--- config.mk ---
export PLATFORM = sky130hd
export DESIGN_NAME = feedback_arbiter
export DESIGN_NICKNAME = d
export VERILOG_FILES = /design/src/rtl/feedback_arbiter.sv
export SDC_FILE = /design/constraint.sdc
export NUM_CORES = 1
export LEC_CHECK = 0
export CAP_MARGIN = 10
export CORE_UTILIZATION = 25
export CTS_BUF_LIST = sky130_fd_sc_hd__clkbuf_2
export CTS_CLUSTER_DIAMETER = 50
export CTS_CLUSTER_SIZE = 16
export DETAILED_ROUTE_END_ITERATION = 12
export PLACE_DENSITY_LB_ADDON = 0.05
export SLEW_MARGIN = 20
export SYNTH_ARGS = -nofsm -noshare
export SYNTH_HDL_FRONTEND = slang
export SYNTH_SLANG_ARGS = --single-unit
export TNS_END_PERCENT = 30
--- constraint.sdc ---
create_clock -name CLK -period 2.75 [get_ports CLK]
set_clock_uncertainty 0.1 [all_clocks]
set_input_delay 0.825 -clock CLK [delete_from_list [all_inputs] [get_ports CLK]]
set_output_delay 0.825 -clock CLK [all_outputs]
set_load 0.01 [all_outputs]
--- src/rtl/feedback_arbiter.sv ---
// Arbitrates the shared LED/tone feedback resource between sequence display,
// button echo and win/lose jingles; each phase is timed in prescaled ticks.
module feedback_arbiter #(
    parameter int TICK_DIV    = 12000,
    parameter int ON_TICKS    = 300,
    parameter int GAP_TICKS   = 100,
    parameter int ECHO_TICKS  = 150,
    parameter int JNOTE_TICKS = 120
) (
    input  logic       CLK,
    input  logic       RST_N,
    input  logic       SEQ_REQ,
    input  logic [1:0] SEQ_COLOR,
    output logic       SEQ_ACK,
    input  logic       ECHO_VALID,
    input  logic [1:0] ECHO_COLOR,
    input  logic       WIN,
    input  logic       LOSE,
    output logic [3:0] LED,
    output logic [2:0] TONE_SEL,
    output logic       BUSY
);

    typedef enum logic [2:0] {IDLE, SEQ_ON, SEQ_GAP, ECHO_ON, WIN_NOTE, LOSE_NOTE} state_t;

    localparam int PW = $clog2(TICK_DIV);
    localparam logic [PW-1:0] P_LAST = PW'(TICK_DIV - 1);
    localparam logic [PW-1:0] P_PEN  = PW'(TICK_DIV - 2);
    localparam logic [9:0] ON_L    = 10'(ON_TICKS - 1);
    localparam logic [9:0] GAP_L   = 10'(GAP_TICKS - 1);
    localparam logic [9:0] ECHO_L  = 10'(ECHO_TICKS - 1);
    localparam logic [9:0] JNOTE_L = 10'(JNOTE_TICKS - 1);
    localparam logic [9:0] LOSE_L  = 10'(4 * JNOTE_TICKS - 1);

    state_t      state;
    logic [PW-1:0] presc;
    logic [9:0]  tcnt;
    logic [1:0]  note;
    logic [1:0]  cur_col;
    logic [1:0]  echo_col;
    logic        win_p, lose_p, echo_p;
    logic        holdoff;

    logic tick, last_tick, seq_live;
    logic start_win, start_lose, start_seq, start_echo;

    assign tick      = (presc == P_LAST);
    assign last_tick = tick && (tcnt == 10'd0);
    // A request still high in the cycle right after its ACK belongs to the
    // colour just finished, so it is masked for exactly that cycle.
    assign seq_live   = SEQ_REQ && !holdoff;
    assign start_win  = (state == IDLE) && win_p;
    assign start_lose = (state == IDLE) && !win_p && lose_p;
    assign start_seq  = (state == IDLE) && !win_p && !lose_p && seq_live;
    assign start_echo = (state == IDLE) && !win_p && !lose_p && !seq_live && echo_p;

    always_ff @(posedge CLK or negedge RST_N) begin
        if (!RST_N) begin
            win_p    <= 1'b0;
            lose_p   <= 1'b0;
            echo_p   <= 1'b0;
            echo_col <= 2'd0;
        end else begin
            if (WIN)            win_p  <= 1'b1;
            else if (start_win) win_p  <= 1'b0;
            if (LOSE)            lose_p <= 1'b1;
            else if (start_lose) lose_p <= 1'b0;
            // Jingles flush any pending echo; a press in the same cycle survives.
            if (ECHO_VALID)
                echo_p <= 1'b1;
            else if (start_win || start_lose || start_echo)
                echo_p <= 1'b0;
            if (ECHO_VALID) echo_col <= ECHO_COLOR;
        end
    end

    always_ff @(posedge CLK or negedge RST_N) begin
        if (!RST_N) begin
            state    <= IDLE;
            presc    <= '0;
            tcnt     <= 10'd0;
            note     <= 2'd0;
            cur_col  <= 2'd0;
            holdoff  <= 1'b0;
            SEQ_ACK  <= 1'b0;
            LED      <= 4'd0;
            TONE_SEL <= 3'd0;
            BUSY     <= 1'b0;
        end else begin
            SEQ_ACK <= 1'b0;
            holdoff <= 1'b0;
            presc   <= tick ? '0 : presc + 1'b1;
            if (tick && tcnt != 10'd0) tcnt <= tcnt - 10'd1;

            case (state)
                IDLE: begin
                    presc <= '0;
                    if (start_win) begin
                        state    <= WIN_NOTE;
                        note     <= 2'd0;
                        tcnt     <= JNOTE_L;
                        LED      <= 4'b0001;
                        TONE_SEL <= 3'd5;
                        BUSY     <= 1'b1;
                    end else if (start_lose) begin
                        state    <= LOSE_NOTE;
                        tcnt     <= LOSE_L;
                        LED      <= 4'b1111;
                        TONE_SEL <= 3'd6;
                        BUSY     <= 1'b1;
                    end else if (start_seq) begin
                        state    <= SEQ_ON;
                        cur_col  <= SEQ_COLOR;
                        tcnt     <= ON_L;
                        LED      <= 4'b0001 << SEQ_COLOR;
                        TONE_SEL <= {1'b0, SEQ_COLOR} + 3'd1;
                        BUSY     <= 1'b1;
                    end else if (start_echo) begin
                        state    <= ECHO_ON;
                        cur_col  <= echo_col;
                        tcnt     <= ECHO_L;
                        LED      <= 4'b0001 << echo_col;
                        TONE_SEL <= {1'b0, echo_col} + 3'd1;
                        BUSY     <= 1'b1;
                    end
                end
                SEQ_ON: if (last_tick) begin
                    state    <= SEQ_GAP;
                    presc    <= '0;
                    tcnt     <= GAP_L;
                    LED      <= 4'd0;
                    TONE_SEL <= 3'd0;
                end
                SEQ_GAP: begin
                    // Registered ACK: raise it on entry to the final gap cycle.
                    if (tcnt == 10'd0 && presc == P_PEN) SEQ_ACK <= 1'b1;
                    if (last_tick) begin
                        state   <= IDLE;
                        BUSY    <= 1'b0;
                        holdoff <= 1'b1;
                    end
                end
                WIN_NOTE: if (last_tick) begin
                    if (note == 2'd3) begin
                        state    <= IDLE;
                        LED      <= 4'd0;
                        TONE_SEL <= 3'd0;
                        BUSY     <= 1'b0;
                    end else begin
                        note <= note + 2'd1;
                        tcnt <= JNOTE_L;
                        LED  <= 4'b0001 << (note + 2'd1);
                    end
                end
                ECHO_ON, LOSE_NOTE: if (last_tick) begin
                    state    <= IDLE;
                    LED      <= 4'd0;
                    TONE_SEL <= 3'd0;
                    BUSY     <= 1'b0;
                end
                default: state <= IDLE;
            endcase
        end
    end

endmodule

; Word-level counts from Yosys, hierarchy flattened
; Cells that the tools add are included.
[op_classes]
add_sub_neg = 5
eq_ne = 16
n_shift = 3
muxes = 56
n_reduce_logical = 33
[op_table]
columns = op, count
row1 = two-way mux 10 bit, 8
row2 = two-way mux 3 bit, 12
row3 = case mux 10 bit (3 select lines), 1
row4 = == test 14 bit (second input constant), 2
row5 = two-way mux 14 bit, 2
row6 = two-way mux 4 bit, 7
row7 = case mux 14 bit (2 select lines), 1
row8 = two-way mux 1 bit, 17
row9 = AND reduction 5 bit, 3
row10 = adder 14 x 1 -> 14 bit (second input constant), 1
row11 = case mux 3 bit (4 select lines), 1
row12 = case mux 4 bit (3 select lines), 1
row13 = left shift 1 x 2 -> 4 bit (first input constant), 3
row14 = logical AND 1 bit, 11
row15 = zero test 10 bit, 1
row16 = inequality test 2 bit (second input constant), 5
row17 = nonzero test 10 bit, 1
row18 = subtractor 10 x 1 -> 10 bit (second input constant), 1
row19 = case mux 3 bit (3 select lines), 1
row20 = AND reduction 4 bit, 2
row21 = nonzero test 2 bit, 4
row22 = adder 2 x 1 -> 3 bit (second input constant), 2
row23 = == test 3 x 2 -> 1 bit (second input constant), 2
row24 = == test 3 bit (second input constant), 2
row25 = other kinds (13), 22
[word_totals]
reg_bits = 44

; Longest topological paths before layout
[logic_depth]
depth_word = 10
ltp_mapped = 10

; Worst setup path after synthesis
; OpenSTA, ideal clock, no wires.
[synth_path]
path_type = in2reg
startpoint = in SEQ_REQ
endpoint = reg TONE_SEL[1]
setup_time_ps = 125
t_arrival_ps = 2395
path_slack_ps = 129
cell_stages = 8
n_path_buf = 0
path_cell_list = nor2b_1 > nand3_1 > mux2_2 > ha_1 > nand2b_1 > a21oi_1 > o2bb2ai_1 > mux2_4
[synth_between]
elab_chain_len = 6
[synth_lines]
columns = item, line_no
row1 = from (decl), 12  ; input logic SEQ_REQ,
row2 = logical AND 1 bit (*), 51  ; assign seq_live = SEQ_REQ && !holdoff;
row3 = logical AND 1 bit or zero test 1 bit (tied branches), "54, 55"
row4 = two-way mux 3 bit or logical AND 1 bit (tied branches), "111, 55"
row5 = two-way mux 3 bit or logical AND 1 bit (tied branches), "105, 55"
row6 = two-way mux 3 bit or inequality test 5 bit (tied branches), -
row7 = case mux 3 bit (3 select lines) or AND reduction 5 bit (tied branches), -
row8 = to (signal assigned), 116  ; TONE_SEL <= {1'b0, SEQ_COLOR} + 3'd1;
row9 = to (signal assigned), 123  ; TONE_SEL <= {1'b0, echo_col} + 3'd1;
row10 = to (decl), 20  ; output logic [2:0] TONE_SEL,
; Mark *: on every way between the ends. The rest lies on a longest branch, timed or not.
; A chain may end at the register's enable or synchronous reset.

; Worst setup path in the final report
; Same ends and word-level chain as after synthesis.

==> summary.txt <==
======================================================================================
Run status                                                                complete, no violations
DRC violations left                                                                  0
CTS Buf Count                                                                        5
Total of hold buffers inserted after clock tree synthesis                            0
Clock-pin slew of the registers on the worst-case setup and hold paths         0.25 ns
Share of the synthesized area in the top cell type                               40.0%
Final total negative setup slack                                                  0 ns
Floorplan Core Area                                                         0.0105 mm2
1st-iter DRT viols                                                                 178
Pin count of the biggest net entering global routing                                28
Hold Vio Cnt, Final                                                                  0
Switching power summed over all nets                                        0.000259 W
Worst setup slack after placement                                            -0.392 ns
Relative slew slack                                                              63.9%
Total iterations of the first detailed-routing run                                   4
Average routed wire per standard cell                                          16.1 um
Post-synthesis area per instance                                              9.00 um2
Worst Path Max Fanout                                                                3
Most used flip-flop cell after synthesis                                  sky130_fd_sc_hd__dfrtp_1
Maximum Capacitance Violations                                                       0
Commonest non-fill, non-tap cells in the layout                           sky130_fd_sc_hd__nor2_1 (46), sky130_fd_sc_hd__dfrtp_1 (44), sky130_fd_sc_hd__nand2_1 (27)
Setup violation total in the final timing report                                     0
Share of the yosys chip area belonging to registers                              40.0%
Buffers & Inverters on Critical Path                                                 1
Synth warn                                                                           0
Vias in the first global route                                                   2,392
Largest cells by area after synthesis                                     sky130_fd_sc_hd__dfrtp_1 (40%), sky130_fd_sc_hd__nor2_1 (6.3%), sky130_fd_sc_hd__ha_1 (5.5%)
Required time of the critical path                                             2.98 ns
Die extent in y                                                                 107 um
Pint                                                                        0.000921 W
Clock latency reported for the late side of the worst-skew pair                0.42 ns
Clk Tree Root Cell                                                        sky130_fd_sc_hd__clkbuf_2
Area occupied by multi-input gates                                         0.00150 mm2
Count of flip-flops with a built-in enable after synthesis                           0
Critical path class                                                          in -> reg
Total track usage                                                                14.5%
Highest Clock Rate                                                             388 MHz
Unique masters post-synth                                                           60
Type of element launching the critical path                               primary input
Worst-margin pin slew                                                         0.540 ns
Number of fill cells in the layout                                               1,114
Initial cell density of the core                                                 26.2%
Post-CTS setup repair buffer count                                                   0
Die W                                                                           107 um
Biggest area consumer among synthesized cells                             sky130_fd_sc_hd__dfrtp_1
Portion of total power attributed to combinational logic                          5.6%
First-pass GRT wire length                                                     12.7 mm
Crit. End Element                                                                 flop
Die ar.                                                                     0.0114 mm2
Part of the cycle the worst path needs                                           93.7%
Maximum single-stage delay on the critical path                                0.49 ns
Final global-route overflow total                                                    0
Number of primary I/O pins                                                          19
Power share of the sequential group                                              55.4%
Htree depth                                                                          2
Unrepaired setup endpoints after global routing                                     no
CTS tree                                                                          done
Total inserted antenna cells                                                         0
Layout cells sized above 1                                                       13.7%
Setup slack of the critical path after layout                                 0.173 ns
Synthesized area                                                           0.00275 mm2
Top Family by Delay on Critical Path                                      multiplexers
Sequential cell area                                                       0.00110 mm2
# port buffers                                                                      18
Clock sink count                                                                    44
Clock power share                                                                39.0%
Class of the most critical hold timing path                                in -> async
Switching power share of the total                                               22.0%
Largest voltage drop on the vdd net                                           0.186 mV
Detailed placer's ending HPWL                                                  5.92 mm
Drt via density                                                                   4.76
Syn-to-layout area delta                                                         16.9%
Leakage power figure                                                           1.34 nW
Cell count after synthesis                                                         306
Number of antenna violations at the first check in global routing                    0
Weighted congestion reported at the end of routability-driven placement          0.792
Most common cell after layout, fill and taps aside                        sky130_fd_sc_hd__nor2_1
Synth async-reset ratio                                                           100%
Final min period                                                               2.58 ns
Ordered cell list for the critical path                                   clkdlybuf4s50_1 > nor2b_2 > nand3_2 > mux2_2 > ha_1 > nand2b_1 > a21oi_1 > o2bb2ai_1 > mux2_4
CP Data Arrival Time                                                           2.81 ns
CP max-delay cell                                                         sky130_fd_sc_hd__clkdlybuf4s50_1
Yosys reg bits                                                                      44
WL final                                                                       7.59 mm
Total count of max-transition violations in the final report                         0
Post-Syn Nets                                                                      328
Detailed-route via count                                                         2,247
Number of nets in the layout                                                       358
Buffer depth of the longest clock path                                               2
Final antenna-violating net count                                                    0
Power density relative to cell area                                         367 mW/mm2
Row Count                                                                           37
======================================================================================
-- worst reg2reg max path, cell delays in order (launching register included) --
cell and delay, ns:
sky130_fd_sc_hd__dfrtp_1 0.47, sky130_fd_sc_hd__or3_4 0.41, sky130_fd_sc_hd__and4bb_1 0.52, sky130_fd_sc_hd__and2_4 0.30, sky130_fd_sc_hd__o2bb2ai_2 0.14, sky130_fd_sc_hd__nand2_2 0.12
sky130_fd_sc_hd__mux2_4 0.31
-- what timing repair did --
action	CTS	global route
gates resized for setup	0	2
hold endpoints to repair	0	0
endpoints found under the setup margin	0	3
-- layer usage --
layer  global-route usage (%)  vias to the layer above  part of all wire (%)  wire [um]
met3                     2.25                        7                   3.3        247
met5                        0                        -                     0          0
met1                     20.8                     1072                    52       3940
li1                         -                     1132                     -          -
met2                     22.8                       36                    44       3320
met4                     3.62                        0                   1.1         83
-- power by group through the flow --
stage,Sequential (W),Combinational [W],Clock [W]
after global routing,0.000656,0.0000772,0.000501
final,0.000654,0.0000663,0.000460
after detailed placement,0.000665,0.0000677,0
after global placement,0.000665,0.0000685,0
after floorplan,0.000665,0.0000294,0
after CTS,0.000655,0.0000683,0.000487
-- synth_stat cells, types with 2 or more instances --
library cell,count
sky130_fd_sc_hd__xnor2_1,8
sky130_fd_sc_hd__or4_1,2
sky130_fd_sc_hd__mux2_4,2
sky130_fd_sc_hd__xor2_1,10
sky130_fd_sc_hd__or2_2,2
sky130_fd_sc_hd__o22ai_1,3
sky130_fd_sc_hd__clkbuf_8,4
sky130_fd_sc_hd__o22a_1,2
sky130_fd_sc_hd__clkbuf_1,6
sky130_fd_sc_hd__ha_1,12
sky130_fd_sc_hd__o21ai_0,12
sky130_fd_sc_hd__a211oi_1,2
sky130_fd_sc_hd__a31oi_1,2
sky130_fd_sc_hd__nor2b_1,5
sky130_fd_sc_hd__a21o_1,4
sky130_fd_sc_hd__buf_6,2
sky130_fd_sc_hd__inv_1,13
sky130_fd_sc_hd__mux2i_1,3
sky130_fd_sc_hd__and4b_1,2
sky130_fd_sc_hd__nand2_1,27
sky130_fd_sc_hd__dfrtp_1,44
sky130_fd_sc_hd__o21a_1,3
sky130_fd_sc_hd__a21oi_1,21
sky130_fd_sc_hd__nand3_1,17
sky130_fd_sc_hd__nand2b_1,3
sky130_fd_sc_hd__nand4_1,2
sky130_fd_sc_hd__nor4_1,5
sky130_fd_sc_hd__mux2_2,3
sky130_fd_sc_hd__nor2_1,46
sky130_fd_sc_hd__a22o_1,4
sky130_fd_sc_hd__nor3_1,6
-- sequential cells by signal (all words and copies together) (netlist names) --
name / flops
presc: 14
SEQ_ACK: 1
tcnt: 10
BUSY: 1
state: 3
echo_p: 1
holdoff: 1
lose_p: 1
LED: 4
TONE_SEL: 3
note: 2
win_p: 1
echo_col: 2
-- final cells by class --
| class | count | area share, % |
|---|---|---|
| multi-input combinational | 236 | 46.7 |
| sequential | 44 | 34.2 |
| timing repair buffer | 36 | 9.64 |
| tap | 136 | 5.29 |
| clock inverter | 2 | 1.87 |
| inverter | 13 | 1.52 |
| clock buffer | 5 | 0.778 |
-- cells by family after synthesis --
| family | Yosys count | synth area share [%] |
|---|---|---|
| muxes | 8 | 3.41 |
| DFF | 44 | 40.0 |
| xor gates and xnor gates | 18 | 5.73 |
| buffers and inverters | 26 | 5.68 |
| adders and majority gates | 12 | 5.45 |
| AOI/OAI and AO/OA | 67 | 16.1 |
| and+or+nand+nor | 131 | 23.6 |
-- metrics by stage --
stage | utilization, % | total power, W | hold slack (ns) | std cells | instance area [um2]
2_1_floorplan | - | 0.000694 | 0.374 | 306 | 2750
6_report | 30.6 | 0.00118 | 0.0896 | 472 | 3220
5_1_grt | 30.6 | 0.00123 | 0.0415 | 472 | 3220
4_1_cts | 30.6 | 0.00121 | 0.0699 | 472 | 3210
3_3_place_gp | 29.7 | 0.000734 | 0.372 | 465 | 3130
3_5_place_dp | 29.7 | 0.000733 | 0.380 | 465 | 3130
-- path summary, 6_finish.rpt --
| path | from | endpoint | slack (ns) | depth (start not counted) |
|---|---|---|---|---|
| setup reg to reg | tcnt[3] | TONE_SEL[2] | 0.29 | 6 |
| min in group CLK | LED[1] | LED[1] | 0.42 | 2 |
| setup / recovery | SEQ_REQ | TONE_SEL[1] | 0.17 | 9 |
| hold / removal | RST_N | tcnt[4] | 0.09 | 1 |
| max in group asynchronous | RST_N | note[1] | 1.90 | 2 |
| hold reg to reg | LED[1] | LED[1] | 0.42 | 2 |
(Power assumes the default switching activity.)
